[src/rtl/fmul64_rsh_round.sv]
// FP64 multiplier underflow path: right-shift the product significand,
// extract kept/guard/sticky, round to a subnormal or minimum-normal fraction.
module fmul64_rsh_round (
  input  logic         clk,
  input  logic         rst,
  input  logic         valid_i,
  output logic         ready_o,
  input  logic [105:0] sig_i,
  input  logic [5:0]   rsh_num_i,
  input  logic         sign_i,
  input  logic [2:0]   rm_i,
  output logic         valid_o,
  input  logic         ready_i,
  output logic [51:0]  frac_o,
  output logic         hidden_o,
  output logic         carry_o,
  output logic         inexact_o,
  output logic         uf_o
);

  logic        s1_valid;
  logic        s2_valid;
  logic        s1_en;
  logic        s2_en;

  logic [52:0] s1_k;
  logic        s1_g;
  logic        s1_s;
  logic        s1_sign;
  logic [2:0]  s1_rm;

  logic [53:0] win;
  logic [52:0] k_d;
  logic        g_d;
  logic [6:0]  lim;
  logic [105:0] thr;
  logic        s_d;

  logic        rtz;
  logic        rdn;
  logic        rup;
  logic        rmm;
  logic        inx;
  logic        inc;
  logic [53:0] r;
  logic        uf_d;

  assign s2_en   = ~s2_valid | ready_i;
  assign s1_en   = ~s1_valid | s2_en;
  assign ready_o = s1_en;
  assign valid_o = s2_valid;

  // Only product bits at or above 51 can reach K or G after a right shift.
  assign win = sig_i[104:51] >> rsh_num_i;
  assign k_d = win[53:1];
  assign g_d = win[0];

  // Sticky mask covers every source bit that lands below position 51.
  assign lim = {1'b0, rsh_num_i} + 7'd51;
  assign thr = ~({106{1'b1}} << lim);
  assign s_d = |(sig_i & thr);

  assign rtz = (s1_rm == 3'd1);
  assign rdn = (s1_rm == 3'd2);
  assign rup = (s1_rm == 3'd3);
  assign rmm = (s1_rm == 3'd4);
  assign inx = s1_g | s1_s;

  always_comb begin
    inc = s1_g & (s1_k[0] | s1_s);
    unique case (1'b1)
      rtz:     inc = 1'b0;
      rdn:     inc = s1_sign & inx;
      rup:     inc = ~s1_sign & inx;
      rmm:     inc = s1_g;
      default: inc = s1_g & (s1_k[0] | s1_s);
    endcase
  end

  assign r    = {1'b0, s1_k} + {53'd0, inc};
  assign uf_d = inx & ~r[52] & ~r[53];

  always_ff @(posedge clk or posedge rst) begin
    if (rst) begin
      s1_valid  <= 1'b0;
      s1_k      <= '0;
      s1_g      <= 1'b0;
      s1_s      <= 1'b0;
      s1_sign   <= 1'b0;
      s1_rm     <= '0;
      s2_valid  <= 1'b0;
      frac_o    <= '0;
      hidden_o  <= 1'b0;
      carry_o   <= 1'b0;
      inexact_o <= 1'b0;
      uf_o      <= 1'b0;
    end else begin
      if (s1_en) begin
        s1_valid <= valid_i;
      end
      if (s1_en & valid_i) begin
        s1_k    <= k_d;
        s1_g    <= g_d;
        s1_s    <= s_d;
        s1_sign <= sign_i;
        s1_rm   <= rm_i;
      end
      if (s2_en) begin
        s2_valid <= s1_valid;
      end
      if (s2_en & s1_valid) begin
        frac_o    <= r[51:0];
        hidden_o  <= r[52];
        carry_o   <= r[53];
        inexact_o <= inx;
        uf_o      <= uf_d;
      end
    end
  end

endmodule

[config.mk]
export PLATFORM = sky130hd
export DESIGN_NAME = fmul64_rsh_round
export DESIGN_NICKNAME = d
export VERILOG_FILES = /design/src/rtl/fmul64_rsh_round.sv
export SDC_FILE = /design/constraint.sdc
export NUM_CORES = 1
export LEC_CHECK = 0
export ABC_CLOCK_PERIOD_IN_PS = 4200
export CAP_MARGIN = 20
export CORE_ASPECT_RATIO = 1.75
export CORE_MARGIN = 5
export CORE_UTILIZATION = 48
export CTS_CLUSTER_DIAMETER = 100
export CTS_CLUSTER_SIZE = 16
export DETAILED_ROUTE_END_ITERATION = 12
export HOLD_SLACK_MARGIN = 0.02
export PLACE_DENSITY = 0.78
export SLEW_MARGIN = 20
export SYNTH_ARGS = -nofsm -noshare
export SYNTH_HDL_FRONTEND = slang
export SYNTH_SLANG_ARGS = --single-unit
[constraint.sdc]
create_clock -name clk -period 4.2 [get_ports clk]
set_input_delay 1.05 -clock clk [delete_from_list [all_inputs] [get_ports clk]]
set_output_delay 1.05 -clock clk [all_outputs]
set_load 0.005 [all_outputs]
* Yosys cells after proc, flatten, opt, wreduce, memory -nomap -nowiden
Index checks and enable logic that the tools add are counted.
Widths: inputs -> output; s select.
** Word-level totals
- Logic and storage cells :: 40
- Bits in writable memories :: 0
- Input port bits :: 120
- Latch bits :: 0
- Memory bits (read-only) :: 0
- Output and inout port bits :: 58
- Register bits :: 117
- Memories kept :: 0
** Cells by class
- Eq/ne operators :: 4
- Muxes and demuxes :: 1
- $add $sub $neg :: 2
- Shift-type cells :: 2
- Magnitude comparators :: 0
- Div/mod/pow operators :: 0
- Reduce and logical (&&, ||, !) cells :: 1
- Bitwise operators :: 18
- $mul :: 0
** Operators by type and width (count)
- $and 106x106->106 :: 1
- $not 106->106 :: 1
- $reduce_or 106->1 :: 1
- $shl 106x7->106 const A :: 1
- $add 53x1->54 :: 1
- $shr 54x6->54 :: 1
- $add 6x6->7 const B :: 1
- $and 1x1->1 :: 7
- $eq 3x2->1 const B :: 2
- $not 1->1 :: 5
- $or 1x1->1 :: 4
- $pmux 1 s4 :: 1
- $eq 3x1->1 const B :: 1
- $eq 3x3->1 const B :: 1

* Logic depth before layout (Yosys ltp)
Gate-level depths: netlist of the first run.
- Word-level depth :: 7
- Depth in mapped cells :: 14

* Worst setup path before layout of the first run
No wires, ideal clock.
- Kind :: input to register
- Start :: input rsh_num_i[1]
- End :: register s1_s
- Path buffers :: 3
- Setup slack :: 420 ps
- Stages :: 14
- Library setup time :: 124 ps
- Arrival time :: 3656 ps
- Path through :: buf_2 > buf_2 > inv_1 > ha_1 > inv_1 > ha_1 > nand2b_1 > buf_1 > o21ai_0 > a22oi_1 > a221oi_1 > nand3_1 > o41a_1 > o31a_1
** On the way
- Word-level cells in the longest chain between the ends :: 5
** Ends and longest elaborated chain
- start, declared :: RTL line 9 : input logic [5:0] rsh_num_i,
- $add 6x6->7 :: RTL line 59 : assign lim = {1'b0, rsh_num_i} + 7'd51;
- $shl 106x7->106 :: RTL line 60 : assign thr = ~({106{1'b1}} << lim);
- $not 106->106 :: RTL line 60
- $and 106x106->106 :: RTL line 61 : assign s_d = |(sig_i & thr);
- $reduce_or 106->1 :: RTL line 61
- end signal, assigned :: RTL line 88 : s1_s <= 1'b0;
- end signal, assigned :: RTL line 104 : s1_s <= s_d;
- end, declared :: RTL line 28 : logic s1_s;
Every way passes these cells.
A chain may end at the register's enable or synchronous reset.

* Worst setup path in the final report of the first run
- Start :: input rsh_num_i[0]
- End :: register s1_s
The elaborated chain is that of the path after synthesis.

==> results of run 1 <==
## cells in the mapped netlist, types with 8 or more instances
master / number / area, µm²
a22o_1: 19 / 166
ha_1: 9 / 113
clkbuf_1: 37 / 139
buf_4: 8 / 60.1
xor2_1: 34 / 298
nor4_1: 11 / 68.8
a21oi_1: 31 / 155
buf_2: 10 / 50.1
o21ai_1: 8 / 40.0
inv_1: 16 / 60.1
nand2_1: 238 / 893
nand4_1: 14 / 87.6
o22ai_1: 10 / 62.6
nand3_1: 30 / 150
xnor2_1: 25 / 219
nor2_1: 48 / 180
mux2i_1: 41 / 410
o22a_1: 15 / 131
and3_1: 10 / 62.6
nor3_1: 10 / 50.1
a31oi_1: 13 / 81.3
o21ai_0: 131 / 656
nand2b_1: 10 / 62.6
buf_1: 15 / 56.3
mux4_2: 47 / 1060
mux2_2: 18 / 203
dfrtp_1: 117 / 2930
## power breakdown
group          total (µW)  internal, µW  switching [µW]
Clock                1610          1090             521
Combinational        1260           620             639
Sequential           1440          1290             146
Total                4310          3000            1310
## area by class of cell
| class | count | area (µm²) |
|---|---|---|
| Clock inverter | 1 | 5.00 |
| Sequential cell | 117 | 2930 |
| Tap cell | 241 | 302 |
| Clock buffer | 31 | 668 |
| Inverter | 18 | 70.1 |
| Timing Repair Buffer | 220 | 2110 |
| Fill cell | 1633 | 6990 |
| Multi-Input combinational cell | 856 | 5860 |
## worst max path at each step
stage | start | to | slack, ps | depth (start not counted)
after floorplan | rst | carry_o | 50 | 1
after global placement | rsh_num_i[1] | s1_s | 220 | 10
after detailed placement | rsh_num_i[0] | s1_s | 200 | 12
after CTS | rsh_num_i[0] | s1_s | 660 | 12
after global routing | rsh_num_i[0] | s1_s | 510 | 12
final | rsh_num_i[0] | s1_s | 660 | 12
## layer usage
metal  GRT usage [%]  wire length [µm]  up-vias
met2            57.1             17900      446
met1            27.6             10500     4315
met4            30.4              3840        0
met3            4.39              1800      162
met5               0                 0        -
li1                -                 -     4195
## stage by stage
| stage | total power [µW] | instance area, µm² | hold WS [ps] | worst slack, ps | std cells |
|---|---|---|---|---|---|
| floorplan | 2070 | 9170 | 457 | 49.2 | 1062 |
| global placement | 2680 | 11300 | 461 | 220 | 1452 |
| detailed placement | 2690 | 11300 | 463 | 198 | 1452 |
| CTS | 4310 | 11900 | 478 | 657 | 1484 |
| global route | 4500 | 12000 | 499 | 513 | 1484 |
| finish | 4310 | 12000 | 471 | 656 | 1484 |
## layout by cell type, fill, tap and decap left out, types with 11 or more instances in the layout
cell type / n
xor2_1: 34
inv_1: 15
mux2_2: 18
buf_4: 41
o21ai_0: 131
nand3_1: 30
mux2i_1: 41
xnor2_1: 25
a31oi_1: 13
nand4_1: 14
clkbuf_16: 25
o22a_1: 15
nor2_1: 47
a22o_1: 19
a21oi_1: 31
clkdlybuf4s50_1: 173
mux4_2: 47
nor4_1: 11
dfrtp_1: 117
nand2_1: 236
## critical path, delay by kind of cell
family,cells,cell delay (ps)
AOI/OAI and AO/OA,5,1350
adders and majority gates,2,610
buffers and inverters,3,370
and+or+nand+nor,2,480
## cell families after synthesis
| family | synth area share [%] |
|---|---|
| AND/OR/NAND/NOR | 20.1 |
| AO/OA/AOI/OAI | 18.4 |
| flip-flops | 31.9 |
| multiplexers | 18.2 |
| buffers and inverters | 4.19 |
| XOR/XNOR | 5.81 |
| adder cells (fa/ha/maj) | 1.34 |
## flip-flops by register name, summed over array words and instances (netlist names)
register	flops
s1_k	53
frac_o	52
s1_rm	3
carry_o	1
hidden_o	1
inexact_o	1
s1_g	1
s1_s	1
s1_sign	1
s1_valid	1
uf_o	1
valid_o	1
==> impl_metrics.ini, run 1 <==
[placement]
dpl.hpwl_um = 27300
io_buffers = 177
place.gp.congestion = 1.01

[logic_synthesis]
synthArstFlopShare_pct = 100
synth_edf_count = 0
synth_area_mm2 = 0.00917
yosys_warnings = 0
ys_ff_latch = 117
synth_top_flop_cell = dfrtp_1
synth_nets = 1191
syn_avg_cell_area_um2 = 8.63
synth_cell_types = 70
synth_seq_area_share_pct = 31.9
syn_inst = 1062

[setup_path]
worstPathRequired_ps = 4540
crit_arrival_ps = 3880
slowest_delay_ps = 380
path_max_fanout = 8
cpMaxStageDelayCell = o41a_1
crit_type = primary input to flip-flop
worstPathCellList = buf_4, inv_1, ha_1, inv_1, ha_1, nand2b_1, o21ai_0, a22oi_1, a221oi_1, nand3_1, o41a_1, o31a_1
end_kind = flip-flop
r2r-start = s1_s
r2r_slack_ps = 1180
ff2ff_path_depth = 12
start_kind = primary input
rr_endpoint = frac_o[43]

[min_path]
min_to = frac_o[34]
worstHoldStart = frac_o[34]
min_path_cells = 2
hold_class = flip-flop to flip-flop

[clock_tree]
cts.htree.levels = 4
cts-root-buf = clkbuf_16
numCtsBuffers = 25
cts_resized = 0
clock_latency_ps = 460
ctsLongestPathBuffers = 3
cts_setup_buffers = 0
cts_tree = done
cts_sinks = 117
clk_pin_slew_ps = 50
ctsHoldBuffers = 0

[detailed_routing]
via_per_inst = 6.14
drcViolationCount = 0
drt-initial-drc-count = 767
dr.pass1.iters = 5
vias = 9118
detail-route-antenna-nets = 0
wl_um = 34100
wl_per_cell_um = 23.0

[floorplanning]
die_y_um = 193
rows = 67
core_mm2 = 0.0189
dieArea_mm2 = 0.0221
ios = 178
die_x_um = 114
initial_utilization_pct = 48.4

[global_route]
grt_max_degree = 59
grt_pass1_vias = 9417
grt_pass1_wl_um = 51600
track_usage_pct = 31.0
grt_overflow = 0
antenna_found_initial = 0

[power]
ir_worst_vdd_mv = 0.331
power.leakage_uw = 0.00486
p_per_area_mw_per_mm2 = 360

[final_layout]
post-route-util_pct = 63.1
layout.nets = 1367
drive_above_1_share_pct = 13.0
diodes = 0
area_growth_pct = 30.3

[timing]
finalSetupTns_ps = 0
drv_slew = 0
rsz0062_at_grt = false
finalSetupViolations = 0
final-hold-violation-count = 0
slew_headroom_pct = 35.6
worst_pin_slew_ps = 963
min_period_over_period_pct = 84.4
finalCriticalPeriod_ps = 3540
clock_skew_ps = 19.9
fmax_mhz = 282

[job]
max_cap_violations = 0

[status]
status = completed
(Power assumes the default switching activity.)
==> run 2: changes to the inputs <==
ABC_CLOCK_PERIOD_IN_PS = 3500   (was 4200)
CORE_UTILIZATION = 53   (was 48)
PLACE_DENSITY = 0.81   (was 0.78)
clock period = 3.5 ns   (was 4.2 ns; I/O delays follow)
==> impl_metrics.ini, run 2 (synthesized netlist as in run 1, its figures left out) <==
[floorplanning]
core_mm2 = 0.0170
dieArea_mm2 = 0.0201
die_x_um = 109
rows = 63
initial_utilization_pct = 53.9
ios = 178
die_y_um = 184

[final_layout]
top_register = s1_k
layout_commonest_cell = nand2_1
post-route-util_pct = 72.9
diodes = 0
drive_above_1_share_pct = 16.6
reg.largest.list = s1_k x53, frac_o x52, s1_rm x3
largest_register_ffs = 53
final_cell_mix = nand2_1 (236), clkdlybuf4s50_1 (173), o21ai_0 (131)
layout.nets = 1418
area_growth_pct = 35.3

[placement]
pre_cts_ws_ps = -85.3
io_buffers = 177
place.gp.congestion = 1.07
dpl.hpwl_um = 27000

[timing]
rsz0062_at_grt = false
min_period_over_period_pct = 89.2
finalWorstSetupSlack_ps = 379
drv_slew = 0
finalSetupViolations = 0
worst_pin_slew_ps = 820
fmax_mhz = 320
finalCriticalPeriod_ps = 3120
clock_skew_ps = 16.0
slew_headroom_pct = 44.9
final-hold-violation-count = 0

[power]
finalPower_uw = 5250
p_seq_share_pct = 33.0
power_frac_clock_pct = 36.3
ir_worst_vdd_mv = 0.298
p_per_area_mw_per_mm2 = 423
swShare_pct = 30.1
p_comb_share_pct = 30.7
power.leakage_uw = 0.00513
internal-power_uw = 3670
p_sw_uw = 1580

[clock_tree]
cts_setup_buffers = 0
ctsLongestPathBuffers = 3
cts_tree = done
cts.htree.levels = 4
cts-root-buf = clkbuf_16
cts_sinks = 117
ctsHoldBuffers = 0
numCtsBuffers = 25
clk_pin_slew_ps = 60
clock_latency_ps = 450
cts_resized = 0

[setup_path]
slowest_delay_ps = 390
r2r_slack_ps = 430
start_kind = primary input
path_max_fanout = 6
end_kind = flip-flop
worstPathCellList = clkdlybuf4s50_1, buf_4, buf_4, ha_1, nor2b_1, o21ai_0, nand4_1, o21ai_0, nand4_1, o41a_1, o31a_1
cpMaxStageDelayCell = clkdlybuf4s50_1
crit_type = primary input to flip-flop
worstPathRequired_ps = 3840
crit_arrival_ps = 3460

[global_route]
grt_max_degree = 73
track_usage_pct = 35.1
grt_pass1_vias = 9891
grt_overflow = 0
grt_pass1_wl_um = 53400
antenna_found_initial = 0

[status]
status = completed

[detailed_routing]
drt-initial-drc-count = 625
vias = 9545
dr.pass1.iters = 5
detail-route-antenna-nets = 0
wl_per_cell_um = 22.7
via_per_inst = 6.28
wl_um = 34400
drcViolationCount = 0

[min_path]
hold_class = flip-flop to flip-flop

[job]
max_cap_violations = 0
## run 2: cell count changes in the layout (fill, tap and decap cells not counted), moves of 2 or more
cell | before | now
buf_12 | 3 | 10
buf_4 | 41 | 85
clkbuf_1 | 4 | 2
inv_1 | 15 | 13
inv_2 | 2 | 4
## run 2: metal layers
| metal | wire (µm) | global-route usage (%) | vias to the layer above |
|---|---|---|---|
| li1 | - | - | 4305 |
| met1 | 10700 | 33.2 | 4531 |
| met2 | 18100 | 63.3 | 529 |
| met3 | 1920 | 4.78 | 180 |
| met4 | 3720 | 31.5 | 0 |
| met5 | 0 | 0 | - |
## run 2: cell type report
cell class | instances | area, µm²
multi-input combinational | 856 | 5870
sequential | 117 | 2930
fill | 1273 | 4620
inverter | 18 | 71.3
tap | 227 | 284
clock buffer | 29 | 661
clock inverter | 1 | 5.00
timing repair buffer | 271 | 2580
## run 2: worst paths after layout
check	start	end	depth (start not counted)
worst max register to register	s1_s	frac_o[41]	12
worst min register to register	frac_o[18]	frac_o[18]	2
max in group asynchronous	rst	s1_k[52]	3
worst max-delay path	rsh_num_i[2]	s1_s	11
min in group asynchronous	rst	frac_o[21]	2
worst min-delay path	frac_o[18]	frac_o[18]	2
## run 2: critical path: cells and delay by family
family	cells	cell delay, ps
fa+ha+maj	1	330
compound gates	4	1050
simple gates	3	490
buf+inv	3	700
## run 2: power by group through the flow
stage               registers [µW]  logic [µW]  clock network [µW]
global route                  1750        1740                1990
finish                        1730        1610                1910
CTS                           1730        1600                1910
detailed placement            1740        1580                   0
floorplan                     1710         781                   0
global placement              1730        1560                   0
## run 2: stage by stage
| stage | hold WS (ps) | area, µm² | instances | TNS (ps) |
|---|---|---|---|---|
| after floorplan | 457 | 9190 | 1062 | 0 |
| after global placement | 460 | 11700 | 1488 | -72.5 |
| after detailed placement | 469 | 11700 | 1488 | -85.3 |
| after CTS | 480 | 12400 | 1518 | 0 |
| after global routing | 496 | 12400 | 1519 | 0 |
| final | 478 | 12400 | 1519 | 0 |
==> run 3: changes to the inputs <==
GPL_TIMING_DRIVEN = 1   (was not set)
==> results of run 3 <==
No change in the layout: final DEF, timing and power equal those of run 2.
